==> config.mk <==
export PLATFORM = sky130hd
export DESIGN_NAME = uart_program_loader
export DESIGN_NICKNAME = d
export VERILOG_FILES = /design/src/rtl/prog_loader_pkg.sv /design/src/rtl/uart_rx_core.sv /design/src/rtl/uart_program_loader.sv
export SDC_FILE = /design/constraint.sdc
export NUM_CORES = 1
export LEC_CHECK = 0
export ABC_AREA = 0
export CORE_MARGIN = 10
export CORE_UTILIZATION = 30
export CTS_CLUSTER_SIZE = 40
export DETAILED_ROUTE_END_ITERATION = 10
export HOLD_SLACK_MARGIN = 0.15
export PLACE_DENSITY = 0.54
export SYNTH_ARGS = -nofsm -noshare
export SYNTH_HDL_FRONTEND = slang
export SYNTH_SLANG_ARGS = --single-unit
==> constraint.sdc <==
create_clock -name clk -period 19.9 [get_ports clk]
set_input_delay 3.98 -clock clk [delete_from_list [all_inputs] [get_ports clk]]
set_output_delay 3.98 -clock clk [all_outputs]
set_load 0.02 [all_outputs]
==> src/rtl/prog_loader_pkg.sv <==
// rtl/prog_loader_pkg.sv - shared types and constants for the UART program loader
package prog_loader_pkg;

    typedef enum logic [2:0] {
        IDLE,
        COLLECT,
        WRITE,
        FLUSH,
        DONE
    } loader_state_t;

    localparam int WORD_BYTES     = 4;
    localparam int RX_SYNC_STAGES = 2;

    function automatic int cpb_calc(input int clk_hz, input int baud);
        return clk_hz / baud;
    endfunction

endpackage

==> src/rtl/uart_rx_core.sv <==
// rtl/uart_rx_core.sv - 8N1 receiver with start-bit glitch rejection
module uart_rx_core
    import prog_loader_pkg::*;
#(
    parameter int CPB = 16
) (
    input  logic       clk,
    input  logic       rst,
    input  logic       rx_i,
    output logic       byte_valid_o,
    output logic [7:0] byte_o,
    output logic       frame_err_o
);

    localparam int CW   = $clog2(CPB + 1);
    localparam int HALF = CPB / 2;

    typedef enum logic [1:0] {RX_IDLE, RX_START, RX_DATA, RX_STOP} rx_state_t;

    rx_state_t                 state;
    logic [RX_SYNC_STAGES-1:0] sync;
    logic                      rx_s;
    logic                      rx_prev;
    logic [CW-1:0]             cnt;
    logic [2:0]                bit_idx;
    logic [7:0]                shreg;

    assign rx_s = sync[RX_SYNC_STAGES-1];

    always_ff @(posedge clk or posedge rst) begin
        if (rst) begin
            sync         <= '1;
            rx_prev      <= 1'b1;
            state        <= RX_IDLE;
            cnt          <= '0;
            bit_idx      <= '0;
            shreg        <= '0;
            byte_valid_o <= 1'b0;
            byte_o       <= '0;
            frame_err_o  <= 1'b0;
        end else begin
            sync         <= {sync[RX_SYNC_STAGES-2:0], rx_i};
            rx_prev      <= rx_s;
            byte_valid_o <= 1'b0;
            frame_err_o  <= 1'b0;
            case (state)
                RX_IDLE: begin
                    if (rx_prev && !rx_s) begin
                        state <= RX_START;
                        cnt   <= '0;
                    end
                end
                RX_START: begin
                    // a line that is high again at mid start bit was only a glitch
                    if (cnt == CW'(HALF - 1)) begin
                        cnt     <= '0;
                        bit_idx <= '0;
                        state   <= rx_s ? RX_IDLE : RX_DATA;
                    end else begin
                        cnt <= cnt + 1'b1;
                    end
                end
                RX_DATA: begin
                    if (cnt == CW'(CPB - 1)) begin
                        cnt   <= '0;
                        shreg <= {rx_s, shreg[7:1]};
                        if (bit_idx == 3'd7) state <= RX_STOP;
                        else bit_idx <= bit_idx + 1'b1;
                    end else begin
                        cnt <= cnt + 1'b1;
                    end
                end
                RX_STOP: begin
                    if (cnt == CW'(CPB - 1)) begin
                        cnt   <= '0;
                        state <= RX_IDLE;
                        if (rx_s) begin
                            byte_valid_o <= 1'b1;
                            byte_o       <= shreg;
                        end else begin
                            frame_err_o <= 1'b1;
                        end
                    end else begin
                        cnt <= cnt + 1'b1;
                    end
                end
                default: state <= RX_IDLE;
            endcase
        end
    end

endmodule

==> src/rtl/uart_program_loader.sv <==
// rtl/uart_program_loader.sv - UART download into instruction memory; PROG_LOADER_CHECKSUM_EN adds checksum_o
module uart_program_loader
    import prog_loader_pkg::*;
#(
    parameter int          CLK_FREQ_HZ = 50_000_000,
    parameter int          BAUD_RATE   = 9600,
    parameter int          CPB         = cpb_calc(CLK_FREQ_HZ, BAUD_RATE),
    parameter logic [31:0] BASE_ADDR   = 32'h0000_0000,
    parameter int          MEM_BYTES   = 65536
) (
    input  logic        clk,
    input  logic        rst,
    input  logic        programmer_mode_i,
    input  logic        rx_i,
    output logic        mem_req_o,
    output logic [31:0] mem_addr_o,
    output logic [31:0] mem_wdata_o,
    output logic [3:0]  mem_be_o,
    input  logic        mem_gnt_i,
    output logic        cpu_hold_o,
    output logic        done_o,
    output logic [31:0] byte_count_o,
    output logic        frame_err_o,
    output logic        overrun_o,
    output logic        addr_err_o
`ifdef PROG_LOADER_CHECKSUM_EN
    ,
    output logic [31:0] checksum_o
`endif
);

    localparam logic [32:0] ADDR_LIMIT = {1'b0, BASE_ADDR} + 33'(MEM_BYTES);

    loader_state_t state;
    logic [31:0]   addr;
    logic [1:0]    idx;
    logic [31:0]   word_buf;
    logic [7:0]    buf_byte;
    logic          buf_full;
    logic          end_pend;
    logic          rx_valid;
    logic [7:0]    rx_byte;
    logic          rx_ferr;
    logic          consume;
    logic          accept;
    logic          addr_ok;

    uart_rx_core #(.CPB(CPB)) u_rx (
        .clk          (clk),
        .rst          (rst),
        .rx_i         (rx_i),
        .byte_valid_o (rx_valid),
        .byte_o       (rx_byte),
        .frame_err_o  (rx_ferr)
    );

    assign consume = (state == COLLECT) && buf_full;
    assign accept  = (state == COLLECT) || (state == WRITE);
    assign addr_ok = {1'b0, addr} < ADDR_LIMIT;

    always_ff @(posedge clk or posedge rst) begin
        if (rst) begin
            state        <= IDLE;
            addr         <= BASE_ADDR;
            idx          <= '0;
            word_buf     <= '0;
            buf_byte     <= '0;
            buf_full     <= 1'b0;
            end_pend     <= 1'b0;
            mem_req_o    <= 1'b0;
            mem_addr_o   <= '0;
            mem_wdata_o  <= '0;
            mem_be_o     <= '0;
            cpu_hold_o   <= 1'b0;
            done_o       <= 1'b0;
            byte_count_o <= '0;
            frame_err_o  <= 1'b0;
            overrun_o    <= 1'b0;
            addr_err_o   <= 1'b0;
        end else begin
            case (state)
                IDLE: begin
                    if (programmer_mode_i) begin
                        idx          <= '0;
                        word_buf     <= '0;
                        buf_full     <= 1'b0;
                        end_pend     <= 1'b0;
                        byte_count_o <= '0;
                        frame_err_o  <= 1'b0;
                        overrun_o    <= 1'b0;
                        addr_err_o   <= 1'b0;
                        addr         <= BASE_ADDR;
                        cpu_hold_o   <= 1'b1;
                        state        <= COLLECT;
                    end
                end
                COLLECT: begin
                    if (consume) begin
                        byte_count_o <= byte_count_o + 32'd1;
                        idx          <= idx + 2'd1;
                        if (idx == 2'd3) begin
                            mem_wdata_o <= {buf_byte, word_buf[23:0]};
                            mem_be_o    <= 4'hF;
                            mem_addr_o  <= addr;
                            mem_req_o   <= addr_ok;
                            if (!addr_ok) addr_err_o <= 1'b1;
                            word_buf    <= '0;
                            end_pend    <= end_pend || !programmer_mode_i;
                            state       <= WRITE;
                        end else begin
                            word_buf[{idx, 3'b000} +: 8] <= buf_byte;
                        end
                    end else if (!programmer_mode_i || end_pend) begin
                        end_pend <= 1'b0;
                        if (idx != 2'd0) begin
                            mem_wdata_o <= word_buf;
                            mem_be_o    <= (4'd1 << idx) - 4'd1;
                            mem_addr_o  <= addr;
                            mem_req_o   <= addr_ok;
                            if (!addr_ok) addr_err_o <= 1'b1;
                            word_buf    <= '0;
                            idx         <= '0;
                            state       <= FLUSH;
                        end else begin
                            done_o     <= 1'b1;
                            cpu_hold_o <= 1'b0;
                            state      <= DONE;
                        end
                    end
                end
                WRITE, FLUSH: begin
                    if (state == WRITE && !programmer_mode_i) end_pend <= 1'b1;
                    // a suppressed out-of-range write never raised mem_req_o and completes at once
                    if (!mem_req_o || mem_gnt_i) begin
                        mem_req_o <= 1'b0;
                        addr      <= addr + 32'(WORD_BYTES);
                        if (state == FLUSH ||
                            ((end_pend || !programmer_mode_i) && !buf_full)) begin
                            end_pend   <= 1'b0;
                            done_o     <= 1'b1;
                            cpu_hold_o <= 1'b0;
                            state      <= DONE;
                        end else begin
                            state <= COLLECT;
                        end
                    end
                end
                DONE: begin
                    done_o   <= 1'b0;
                    buf_full <= 1'b0;
                    state    <= IDLE;
                end
                default: state <= IDLE;
            endcase

            // holding buffer; a byte consumed this cycle frees the slot for a new arrival
            if (rx_valid && accept) begin
                if (buf_full && !consume) begin
                    overrun_o <= 1'b1;
                end else begin
                    buf_byte <= rx_byte;
                    buf_full <= 1'b1;
                end
            end else if (consume) begin
                buf_full <= 1'b0;
            end
            if (rx_ferr && accept) frame_err_o <= 1'b1;
        end
    end

`ifdef PROG_LOADER_CHECKSUM_EN
    always_ff @(posedge clk or posedge rst) begin
        if (rst) begin
            checksum_o <= '0;
        end else if (state == IDLE && programmer_mode_i) begin
            checksum_o <= '0;
        end else if ((state == WRITE || state == FLUSH) && mem_req_o && mem_gnt_i) begin
            checksum_o <= checksum_o + mem_wdata_o;
        end
    end
`endif

endmodule
---- Word-level counts from Yosys, hierarchy flattened ----
Cells that the tools add are included.
operators by class
  $lt $le $gt $ge ......................... 1
  mux-type cells .......................... 101
  $add $sub $neg .......................... 7
  equality and inequality tests ........... 28
  bitwise operators ....................... 1
  reductions and logical operators ........ 47
  shifts and indexed selects .............. 3
operators by type and width
  kind                                                                      number
  32-bit 2-to-1 mux                                                         15
  32-bit one-hot mux with 2 select lines                                    3
  1-bit 2-to-1 mux                                                          44
  13-bit 2-to-1 mux                                                         3
  13-bit one-hot mux with 3 select lines                                    1
  32-bit by 1-bit adder with 32-bit output (second input constant)          1
  32-bit by 3-bit adder with 32-bit output (second input constant)          1
  32-bit bitwise mux                                                        1
  32-bit by 17-bit < comparator with 1-bit output (second input constant)   1
  8-bit by 7-bit variable shift with 32-bit output (first input constant)   1
  8-bit by 7-bit variable part select with 32-bit output                    1
  3-bit 2-to-1 mux                                                          10
  2-bit 2-to-1 mux                                                          10
  4-bit AND reduction                                                       5
  2-bit nonzero test                                                        9
  4-bit 2-to-1 mux                                                          4
  5-bit AND reduction                                                       3
  2-bit by 1-bit inequality test with 1-bit output (second input constant)  7
  2-bit inequality test (second input constant)                             7
  13-bit by 1-bit adder with 13-bit output (second input constant)          1
  13-bit by 12-bit equality test with 1-bit output (second input constant)  1
  13-bit equality test (second input constant)                              1
  3-bit by 2-bit inequality test with 1-bit output (second input constant)  3
  1-bit one-hot mux with 3 select lines                                     3
  other kinds (27)                                                          52
word-level totals
  logic and storage cells ................. 214
  input port bits ......................... 5
  bits in registers ....................... 224

---- Logic depth before layout (Yosys ltp) ----
Gate-level depths: netlist of the first run.
  depth after elaboration ................. 7
  mapped depth ............................ 8
  depth with buffers taken out ............ 7

---- Modules after synthesis ----
A second synthesis of the first run with hierarchy kept.
unflattened totals
  cells, all modules ...................... 892
  area total of the unflattened synthesis .. 10090.9 sq um
by module, submodules not included
  module               instances  cells each  area each (sq um)  sequential area each (sq um)
  uart_program_loader  1          718         8140.3             4529.3
  uart_rx_core         1          174         1950.6             979.7

---- Least setup slack after synthesis of the first run ----
OpenSTA, ideal clock, no wires.
  path type ............................... input to register
  start point ............................. input programmer_mode_i
  end point ............................... register byte_count_o[22]
  path buffers ............................ 1
  stages .................................. 6
  slack ................................... 14.342 ns
  arrival ................................. 5.480 ns
  path through ............................ mux2_2 -> nand2_2 -> or4_1 -> buf_2 -> or4_1 -> a21oi_1
between the ends
  cells in the longest elaborated chain, start to end .. 2
RTL lines
  what                                    RTL line                   text
  from (decl)                             uart_program_loader.sv:13  input logic programmer_mode_i,
  2-bit inequality test (no source line)  n/a
  3-bit AND reduction (no source line)    n/a
  to (signal assigned)                    uart_program_loader.sv:99  byte_count_o <= byte_count_o + 32'd1;
  to (decl)                               uart_program_loader.sv:22  output logic [31:0] byte_count_o,
Every way passes these cells.
A chain may end at the register's enable or synchronous reset.

---- Final worst setup path of the first run ----
  start point ............................. input programmer_mode_i
  end point ............................... register mem_addr_o[7]
between the ends
  cells in the longest elaborated chain, start to end .. 4
RTL lines
  what                                  RTL line                    text
  1-bit logical NOT                     uart_program_loader.sv:113  end else if (!programmer_mode_i || end_pend) begin
  1-bit logical OR                      uart_program_loader.sv:113
  2-bit nonzero test (no source line)   n/a
  4-bit AND reduction (no source line)  n/a
  to (signal assigned)                  uart_program_loader.sv:104  mem_addr_o <= addr;
  to (signal assigned)                  uart_program_loader.sv:118  mem_addr_o <= addr;
  to (decl)                             uart_program_loader.sv:16   output logic [31:0] mem_addr_o,
Every way passes these cells.

==> qor.txt, run 1 <==
DR pass1 iterations: 4
Share of the synthesized area in the top cell type: 54.8%
Kind of critical path: in2reg
Post-DRT Antenna Nets: 0
Syn_area_per_cell: 11.0 um2
Vias in the first global route: 7088
H-tree lvl count: 1
Worst slew margin: 25.8%
Slew Viols, Final: 0
Port bufs: 108
Reg power frac: 43.1%
Post-DR vias/cell: 4.89
Transition time of the tightest slew-check pin: 1.10 ns
Crit path arrival time: 6.56 ns
Layout cells sized above 1: 13.8%
Clk buf depth: 3
Post-synthesis xor/xnor area fraction: 3.01%
Final Setup Violations: 0
CTS clk-pin slew, worst paths: 0.06 ns
Synth Register Bits: 220
Number of top-level pins: 111
Largest family of logic cells by synthesized area: simple AND/OR/NAND/NOR gates
Sequential share of the synthesized area: 55.6%
Met2 Use GR: 18.2%
Post-synthesis simple-gate area fraction: 16.5%
Pwr dens: 93.1 mW/mm2
Sw power: 318 uW
Adder-cell share of the synthesized area: 1.52%
Count leader, synth: dfrtp_1
Die X-Extent: 202 um
Period utilization: 31.0%
Root Buffer: clkbuf_16
Unrepaired setup endpoints after global routing: no
Inst Count DP: 1410
Post-CTS setup buffer count: 0
Sw Ratio: 27.7%
Min Tclk post-route: 6.18 ns
Layout net count: 1013
Antenna violations before repair: 1
Met1 Usage GRT: 16.2%
Met3 Use GR: 2.46%
Static Leakage: 5.33 nW
Layout Utilization: 37.9%
Worst setup SP type: primary input
Gate Count Post-Synth: 897
Dominant synthesized flop cell: dfrtp_1
Largest area contributor in the netlist: dfrtp_1
Peak VDD IR: 0.0564 mV
Pwr Total: 1.15 mW
Highest clock rate: 162 MHz
Layout area overhead: 24.5%
CTS tree: built
Outcome: finished, final reports clean
Skew final: 0.0197 ns
Worst Path Max Fanout: 81
Worst setup EP type: flop
Diode count: 0
Int Pwr: 829 uW
CP required: 20.29 ns
Async SR Flop Fraction: 100%
Endpoints failing hold: 0
CTS sink count: 220
Gr usage total: 11.6%
# resized after CTS: 0
Ranking of synthesized cells by area: dfrtp_1 55%, mux2_2 8.1%, xnor2_1 2.7%, o21ai_0 2.5%, nand2_1 2.5%
Mapped Area: 0.00990 mm2
Synth warnings: 0
DRC: 0
Clk_lat worst skew: 0.52 ns
Vias: 7135
Final Non-Filler Cells: 1458
Most frequent cells after synthesis: 217 x dfrtp_1, 71 x mux2_2, 65 x nand2_1
Placeable Area: 0.0325 mm2
Global route overflow: 0
Distinct cells, synth: 64
Starting Density: 30.4%
Sum Neg Setup Slack: 0 ns
Hold buffers post-CTS: 0
First-pass GRT wire length: 39.9 mm
HPWL after detailed placement: 16.1 mm
Final wirelength: 23.8 mm
Iteration-0 DRC Markers: 393
Max-Cap Viols: 0
GRT busiest layer: met2
Die outline area: 0.0407 mm2
Site row count: 66
Compound-cell area share of the yosys netlist: 11.2%
Combinational Power Share: 13.4%
Die Y: 202 um
Mux cell area share after synthesis: 9.09%
Power share of the clock group: 43.4%
Num CTS Buffers: 26
EDFF count, synth: 0
Largest net degree at the start of global routing: 89
Post-DR wirelength/cell: 16.3 um
R2R Setup Slk: 16.98 ns
GPL Wtd Cong: 0.789
Hold Crit Class: reg2reg
Final Hold Slack: 0.357 ns
critical path, stage by stage:
cell and delay [ns]:
clkdlybuf4s50_1 0.53, nor2b_1 0.22, o31ai_1 0.62, nand2_4 0.66, mux2_2 0.50
power by group through the flow:
| stage | clock, mW | sequential, mW | combinational, mW |
|---|---|---|---|
| floorplan | 0 | 0.500 | 0.101 |
| global placement | 0 | 0.503 | 0.156 |
| detailed placement | 0 | 0.502 | 0.157 |
| CTS | 0.516 | 0.495 | 0.158 |
| global route | 0.533 | 0.499 | 0.175 |
| finish | 0.498 | 0.495 | 0.154 |
cell families (layout without fill, tap and decap cells):
| family | count (synthesis) | after routing |
|---|---|---|
| AND/OR/NAND/NOR | 306 | 306 |
| flip-flops | 220 | 220 |
| AO/OA/AOI/OAI | 172 | 172 |
| multiplexers | 81 | 81 |
| buffers and inverters | 71 | 189 |
| XOR/XNOR | 34 | 34 |
| adder cells (fa/ha/maj) | 12 | 12 |
| other | 1 | 2 |
worst paths after layout:
path                                                   end  cells past startpoint                    from
worst max-delay path             mem_addr_o[7]$_DFFE_PP0P_                      5       programmer_mode_i
worst min-delay path                u_rx.sync[1]$_DFF_PP1_                      0  u_rx.sync[0]$_DFF_PP1_
worst max register to register   mem_addr_o[7]$_DFFE_PP0P_                      5      idx[0]$_DFFE_PP0P_
worst min register to register      u_rx.sync[1]$_DFF_PP1_                      0  u_rx.sync[0]$_DFF_PP1_
max in group asynchronous         word_buf[12]$_DFFE_PP0P_                      3                     rst
min in group asynchronous       mem_addr_o[10]$_DFFE_PP0P_                      2                     rst
stage by stage:
stage               area (um2)  setup WS (ns)
detailed placement       11400          13.22
global placement         11400          13.30
global route             12300          13.54
finish                   12300          13.72
CTS                      12300          13.75
floorplan                 9900           9.90
placed cells by master (no fill, tap or decap), drive strengths merged, types with 14 or more instances in the layout:
| cell type | netlist | routed |
|---|---|---|
| clkdlybuf4s50 | 0 | 108 |
| and2 | 17 | 17 |
| nand4 | 17 | 17 |
| nor2 | 61 | 61 |
| nor4 | 20 | 20 |
| a22o | 27 | 27 |
| nand3 | 26 | 26 |
| mux2 | 71 | 71 |
| a21oi | 44 | 44 |
| nor3 | 20 | 20 |
| clkbuf | 31 | 33 |
| xnor2 | 30 | 30 |
| o21ai | 49 | 49 |
| inv | 25 | 26 |
| nand2 | 66 | 66 |
| dfrtp | 217 | 217 |
| or3 | 14 | 14 |
registers in the layout, indices dropped and copies added (netlist names), 2 cells and up:
register / flops
byte_count_o: 32
mem_wdata_o: 32
word_buf: 32
addr: 30
mem_addr_o: 30
u_rx.cnt: 13
buf_byte: 8
u_rx.byte_o: 8
u_rx.shreg: 8
mem_be_o: 4
state: 3
u_rx.bit_idx: 3
idx: 2
u_rx.state: 2
u_rx.sync: 2
per-layer routing:
layer	part of all wire [%]	vias up	wire length [um]
met5	0	-	0
met4	1.5	0	361
met3	4.6	29	1090
met2	46	123	11000
met1	48	3532	11400
li1	-	3451	-
layout make-up:
class	instances	area, um2
flip-flops and latches	220	5510
clock inverters	15	199
well taps	442	553
inverters	26	105
multi-input cells	607	4110
clock buffers	33	718
repair buffers	115	1130
fillers	3262	20200
Power figures use the tool's default switching activity.
==> run 2: changes to the inputs <==
- PLACE_DENSITY: 0.54 -> 0.56
- clock period: 19.9 -> 5.5 ns (I/O delays scaled with it)
==> run 2 against run 1 <==
Net effect: count of clock-buffer cells in the layout is 8 higher; largest power group is now registers; critical path depth stayed put; wire length is 0.57% higher; clock skew is 0.0066 ns lower.
==> qor.txt, run 2 (synthesized netlist as in run 1, its figures left out) <==
Outcome: finished, final reports clean
Reg power frac: 43.6% (+0.5 points)
Post-DR vias/cell: 4.91 (+0.36%)
Sw Ratio: 27.4% (-0.30 points)
Vias: 7146 (+0.15%)
Met1 Usage GRT: 15.7% (-0.48 points)
Slowest cell on crit path: nand2_4
Layout Utilization: 37.8% (-0.054 points)
Die outline area: 0.0407 mm2 (unchanged)
Period utilization: 59.3%
Max-Cap Viols: 0 (unchanged)
Final wirelength: 24.0 mm (+0.57%)
Sum Neg Setup Slack: 0 ns (unchanged)
Combinational Power Share: 13.7% (+0.3 points)
Final Cell Area: 0.0123 mm2 (-0.14%)
Cell Chain, Critical Path: clkdlybuf4s50_1, nor2b_1, o31ai_1, nand2_4, mux2_2
Number of top-level pins: 111 (unchanged)
Peak VDD IR: 0.201 mV (+260%)
Hold Crit Class: reg2reg
Transition time of the tightest slew-check pin: 1.14 ns (+0.0415 ns)
Most frequent cells in the layout: 217 x dfrtp_1, 108 x clkdlybuf4s50_1, 71 x mux2_2
Antenna violations before repair: 0 (-1)
Post-CTS setup buffer count: 0 (unchanged)
Vias in the first global route: 7043 (-0.63%)
Die X-Extent: 202 um (unchanged)
# resized after CTS: 0 (unchanged)
CTS tree: built
DR pass1 iterations: 5 (+1)
Num CTS Buffers: 26 (unchanged)
Post-DR wirelength/cell: 16.5 um (+0.77%)
Port bufs: 108 (unchanged)
Int Pwr: 2.98 mW (+260%)
Min Tclk post-route: 3.26 ns
Layout cells sized above 1: 13.4% (-0.35 points)
Clk buf depth: 3 (unchanged)
H-tree lvl count: 1 (unchanged)
Worst slew margin: 23.0% (-2.8 points)
Global route overflow: 0 (unchanged)
GPL Wtd Cong: 0.795 (+0.70%)
Worst setup SP type: primary input
Starting Density: 30.4% (unchanged)
First-pass GRT wire length: 39.2 mm (-1.7%)
Iteration-0 DRC Markers: 445 (+13%)
Highest clock rate: 307 MHz
Worst setup EP type: flop
CTS sink count: 220 (unchanged)
GRT busiest layer: met2
Filler cells: 3220 (-1.3%)
Sw power: 1.13 mW (+250%)
Diode count: 0 (unchanged)
Most common cell after layout, fill and taps aside: dfrtp_1
Placeable Area: 0.0325 mm2 (unchanged)
DP Area: 0.0114 mm2 (+0.14%)
CP required: 5.90 ns (-14.39 ns)
Worst Path Max Fanout: 81 (unchanged)
Post-DRT Antenna Nets: 0 (unchanged)
Pwr Total: 4.11 mW (+260%)
Root Buffer: clkbuf_16
Clk_lat worst skew: 0.53 ns (about the same)
Site row count: 66 (unchanged)
Met3 Use GR: 2.27% (-0.19 points)
Gr usage total: 11.4% (-0.19 points)
Die Y: 202 um (unchanged)
Slew Viols, Final: 0 (unchanged)
HPWL after detailed placement: 16.1 mm (about the same)
Kind of critical path: in2reg
Met2 Use GR: 18.2% (about the same)
Layout area overhead: 24.3%
Final Hold Slack: 0.356 ns (-0.00103 ns)
Power share of the clock group: 42.7% (-0.7 points)
Hold buffers post-CTS: 0 (unchanged)
Static Leakage: 5.32 nW (-0.12%)
CTS clk-pin slew, worst paths: 0.05 ns (about the same)
Worst R2R Start: idx[0]$_DFFE_PP0P_
Endpoints failing hold: 0 (unchanged)
Hold path start: u_rx.sync[0]$_DFF_PP1_
Final Setup Violations: 0 (unchanged)
Crit. Startpoint: programmer_mode_i
Largest net degree at the start of global routing: 116 (+30%)
Pwr dens: 334 mW/mm2 (+260%)
Crit path arrival time: 3.66 ns (-2.90 ns)
DRC: 0 (unchanged)
Unrepaired setup endpoints after global routing: no
Crit path largest cell delay: 0.68 ns (+0.02 ns)
Skew final: 0.0131 ns (-0.00662 ns)
Largest regs: byte_count_o (32), mem_wdata_o (32), word_buf (32)
Layout net count: 1014 (+0.099%)
==> run 2: cell types whose count changed in the layout (fill, tap and decap cells not counted) <==
cell,delta
clkbuf_8,+7
clkinv_4,-4
clkinv_2,-3
bufinv_16,-2
buf_12,+1
clkbuf_1,+1
clkinvlp_4,-1
inv_6,-1
inv_8,-1
==> run 2: worst paths after layout <==
kind                                               endpoint  slack [ns]  depth (start not counted)
min in group asynchronous         mem_addr_o[2]$_DFFE_PP0P_        1.12                          3
worst min-delay path                 u_rx.sync[1]$_DFF_PP1_        0.36                          0
worst min register to register       u_rx.sync[1]$_DFF_PP1_        0.36                          0
worst max-delay path             mem_addr_o[14]$_DFFE_PP0P_        2.24                          5
worst max register to register   mem_addr_o[14]$_DFFE_PP0P_        2.58                          5
max in group asynchronous       mem_wdata_o[25]$_DFFE_PP0P_        3.84                          3
==> run 2: final cells by class <==
class                      instances  area, um2  share of cell area (%)
timing repair buffer             116       1150                    9.37
sequential                       220       5510                    44.8
inverter                          26        101                   0.824
clock buffer                      41        818                    6.65
tap                              442        553                    4.49
clock inverter                     3       65.1                   0.529
multi-input combinational        607       4110                    33.4
==> run 2: power by group through the flow <==
stage / clock network [mW] / registers (mW) / logic, mW
5_1_grt: 1.87 / 1.80 / 0.629
4_1_cts: 1.81 / 1.79 / 0.576
2_1_floorplan: 0 / 1.81 / 0.365
6_report: 1.76 / 1.79 / 0.565
3_3_place_gp: 0 / 1.82 / 0.570
3_5_place_dp: 0 / 1.82 / 0.575
==> run 2: through the flow <==
stage / cells / setup slack (ns)
global route: 1455 / 2.08
floorplan: 898 / 1.53
detailed placement: 1411 / 1.66
global placement: 1411 / 1.78
finish: 1455 / 2.24
CTS: 1455 / 2.20
==> run 2: critical path, delay by kind of cell <==
kind | cells | cell delay, ns
compound gates | 1 | 0.62
mux | 1 | 0.51
buf+inv | 1 | 0.52
simple gates | 2 | 0.89
==> run 2: routing by layer <==
metal | vias to the layer above | wire [um]
met1 | 3521 | 11600
met5 | - | 0
met2 | 153 | 10900
met4 | 0 | 433
met3 | 33 | 1020
li1 | 3439 | -
==> run 3: changes to the inputs <==
- PLACE_DENSITY: 0.56 -> 0.54
- clock period: 5.5 -> 3.3 ns (I/O delays scaled with it)
==> run 3 against run 2 <==
Net effect: design area up 1.6%; count of clock-buffer cells in the layout down 3; die area unchanged; global-route usage up 0.38 points; worst hold slack worse by 0.0016 ns; sequential power up 65%; non-clock buffer count up 12; power up 71%; critical endpoint is now mem_addr_o[9]$_DFFE_PP0P_; largest power group is now the clock network.
==> qor.txt, run 3 (synthesized netlist as in run 1, its figures left out) <==
Outcome: finished, final reports clean
Global route overflow: 0 (unchanged)
Site row count: 66 (unchanged)
Root Buffer: clkbuf_16
Vias in the first global route: 7318 (+3.9%)
Num CTS Buffers: 26 (unchanged)
Starting Density: 30.4% (unchanged)
Pwr dens: 561 mW/mm2 (+68%)
CTS sink count: 220 (unchanged)
Layout net count: 1026 (+1.2%)
Most common cell after layout, fill and taps aside: dfrtp_1
Power share of the clock group: 43.8% (+1.1 points)
Crit path largest cell delay: 0.69 ns (about the same)
Period utilization: 79.2%
Antenna violations before repair: 0 (unchanged)
Post-DR wirelength/cell: 16.5 um (about the same)
Filler cells: 3203 (-0.53%)
Worst slew margin: 36.6% (+14 points)
First-pass GRT wire length: 40.5 mm (+3.3%)
Most frequent cells in the layout: 217 x dfrtp_1, 108 x clkdlybuf4s50_1, 71 x mux2_2
Final Setup Violations: 0 (unchanged)
Endpoints failing hold: 0 (unchanged)
Placeable Area: 0.0325 mm2 (unchanged)
Die outline area: 0.0407 mm2 (unchanged)
Combinational Power Share: 14.0% (+0.3 points)
Slew Viols, Final: 0 (unchanged)
Largest net degree at the start of global routing: 58 (-50%)
Highest clock rate: 382 MHz
DRC: 0 (unchanged)
Worst setup EP type: flop
Unrepaired setup endpoints after global routing: no
Skew final: 0.0120 ns (-0.00109 ns)
DR pass1 iterations: 4 (-1)
Reg power frac: 42.2% (-1.4 points)
Clk_lat worst skew: 0.52 ns (about the same)
Die X-Extent: 202 um (unchanged)
Cell Chain, Critical Path: inv_1, ha_1, o31ai_1, nand2_4, buf_12, mux2_2
Worst Path Max Fanout: 41 (-49%)
DP Area: 0.0116 mm2 (+1.3%)
Pwr Total: 7.02 mW (+71%)
Final Cell Area: 0.0125 mm2 (+1.6%)
Gr usage total: 11.8% (+0.38 points)
Hold Crit Class: reg2reg
Worst setup SP type: flop
Inst Count DP: 1423 (+0.85%)
CTS tree: built
HPWL after detailed placement: 16.8 mm (+4.6%)
Layout cells sized above 1: 14.8% (+1.3 points)
CP required: 3.70 ns (-2.20 ns)
Diode count: 0 (unchanged)
Final Non-Filler Cells: 1471 (+1.1%)
CTS clk-pin slew, worst paths: 0.06 ns (about the same)
Post-DRT Antenna Nets: 0 (unchanged)
Sw Ratio: 27.3% (-0.12 points)
Peak VDD IR: 0.324 mV (+61%)
Port bufs: 108 (unchanged)
Post-DR vias/cell: 4.88 (-0.69%)
Vias: 7175 (+0.41%)
Clk buf depth: 3 (unchanged)
Int Pwr: 5.11 mW (+71%)
Sw power: 1.92 mW (+70%)
Number of top-level pins: 111 (unchanged)
GPL Wtd Cong: 0.789 (-0.70%)
Static Leakage: 5.43 nW (+2.0%)
Hold buffers post-CTS: 0 (unchanged)
Die Y: 202 um (unchanged)
Final wirelength: 24.2 mm (+1.1%)
Largest regs: byte_count_o (32), mem_wdata_o (32), word_buf (32)
Iteration-0 DRC Markers: 332 (-25%)
Transition time of the tightest slew-check pin: 0.940 ns (-0.203 ns)
Layout area overhead: 26.3%
Slowest cell on crit path: o31ai_1
Post-CTS setup buffer count: 0 (unchanged)
# resized after CTS: 0 (unchanged)
Crit path arrival time: 3.01 ns (-0.65 ns)
Kind of critical path: reg2reg
H-tree lvl count: 1 (unchanged)
Min Tclk post-route: 2.61 ns
Max-Cap Viols: 0 (unchanged)
## run 3: cell types whose count changed in the layout (fill, tap and decap cells not counted), sizes merged
cell	before	now
buf	8	20
bufinv	2	4
clkbuf	41	38
clkinv	2	5
clkinvlp	1	2
inv	24	25
## run 3: routing by layer
| metal | vias to the layer above | wire (um) | global-route usage, % |
|---|---|---|---|
| li1 | 3475 | - | - |
| met1 | 3553 | 11500 | 15.9 |
| met2 | 117 | 11300 | 19.1 |
| met3 | 30 | 1100 | 2.57 |
| met4 | 0 | 380 | 2.52 |
| met5 | - | 0 | 0 |
## run 3: worst paths after layout
kind	to	slack, ns	startpoint	cells past startpoint
worst max-delay path	mem_addr_o[9]$_DFFE_PP0P_	0.69	idx[0]$_DFFE_PP0P_	6
worst min register to register	u_rx.sync[1]$_DFF_PP1_	0.35	u_rx.sync[0]$_DFF_PP1_	0
max in group asynchronous	byte_count_o[27]$_DFFE_PP0P_	1.95	rst	3
worst min-delay path	u_rx.sync[1]$_DFF_PP1_	0.35	u_rx.sync[0]$_DFF_PP1_	0
worst max register to register	mem_addr_o[9]$_DFFE_PP0P_	0.69	idx[0]$_DFFE_PP0P_	6
min in group asynchronous	byte_count_o[6]$_DFFE_PP0P_	0.58	rst	2
## run 3: final cells by class
type                            instances  area (um2)  area share, %
Timing Repair Buffer                  128        1310           10.4
Sequential cell                       220        5510           44.0
Clock inverter                         10         156           1.25
Tap cell                              442         553           4.42
Clock buffer                           38         777           6.21
Inverter                               26         101          0.810
Multi-Input combinational cell        607        4110           32.8
## run 3: worst max-delay path: cells and delay by family (launching register included)
family	cells	cell delay (ns)
AO/OA/AOI/OAI	1	0.69
flip-flops	1	0.50
adder cells (fa/ha/maj)	1	0.28
multiplexers	1	0.29
AND/OR/NAND/NOR	1	0.30
buffers and inverters	2	0.41
## run 3: power by group through the flow
stage	sequential [mW]	combinational, mW	clock, mW
floorplan	3.01	0.608	0
global placement	3.01	1.00	0
detailed placement	3.01	1.01	0
CTS	2.97	1.01	3.16
global route	2.98	1.11	3.27
finish	2.96	0.984	3.08
## run 3: through the flow
stage / setup TNS (ns) / hold WS, ns / setup slack, ns / util [%]
floorplan: -48.96 / 0.345 / -0.226 / -
global placement: 0 / 0.348 / 0.279 / 35.6
detailed placement: 0 / 0.347 / 0.247 / 35.6
CTS: 0 / 0.355 / 0.687 / 38.4
global route: 0 / 0.358 / 0.505 / 38.4
finish: 0 / 0.354 / 0.686 / 38.4
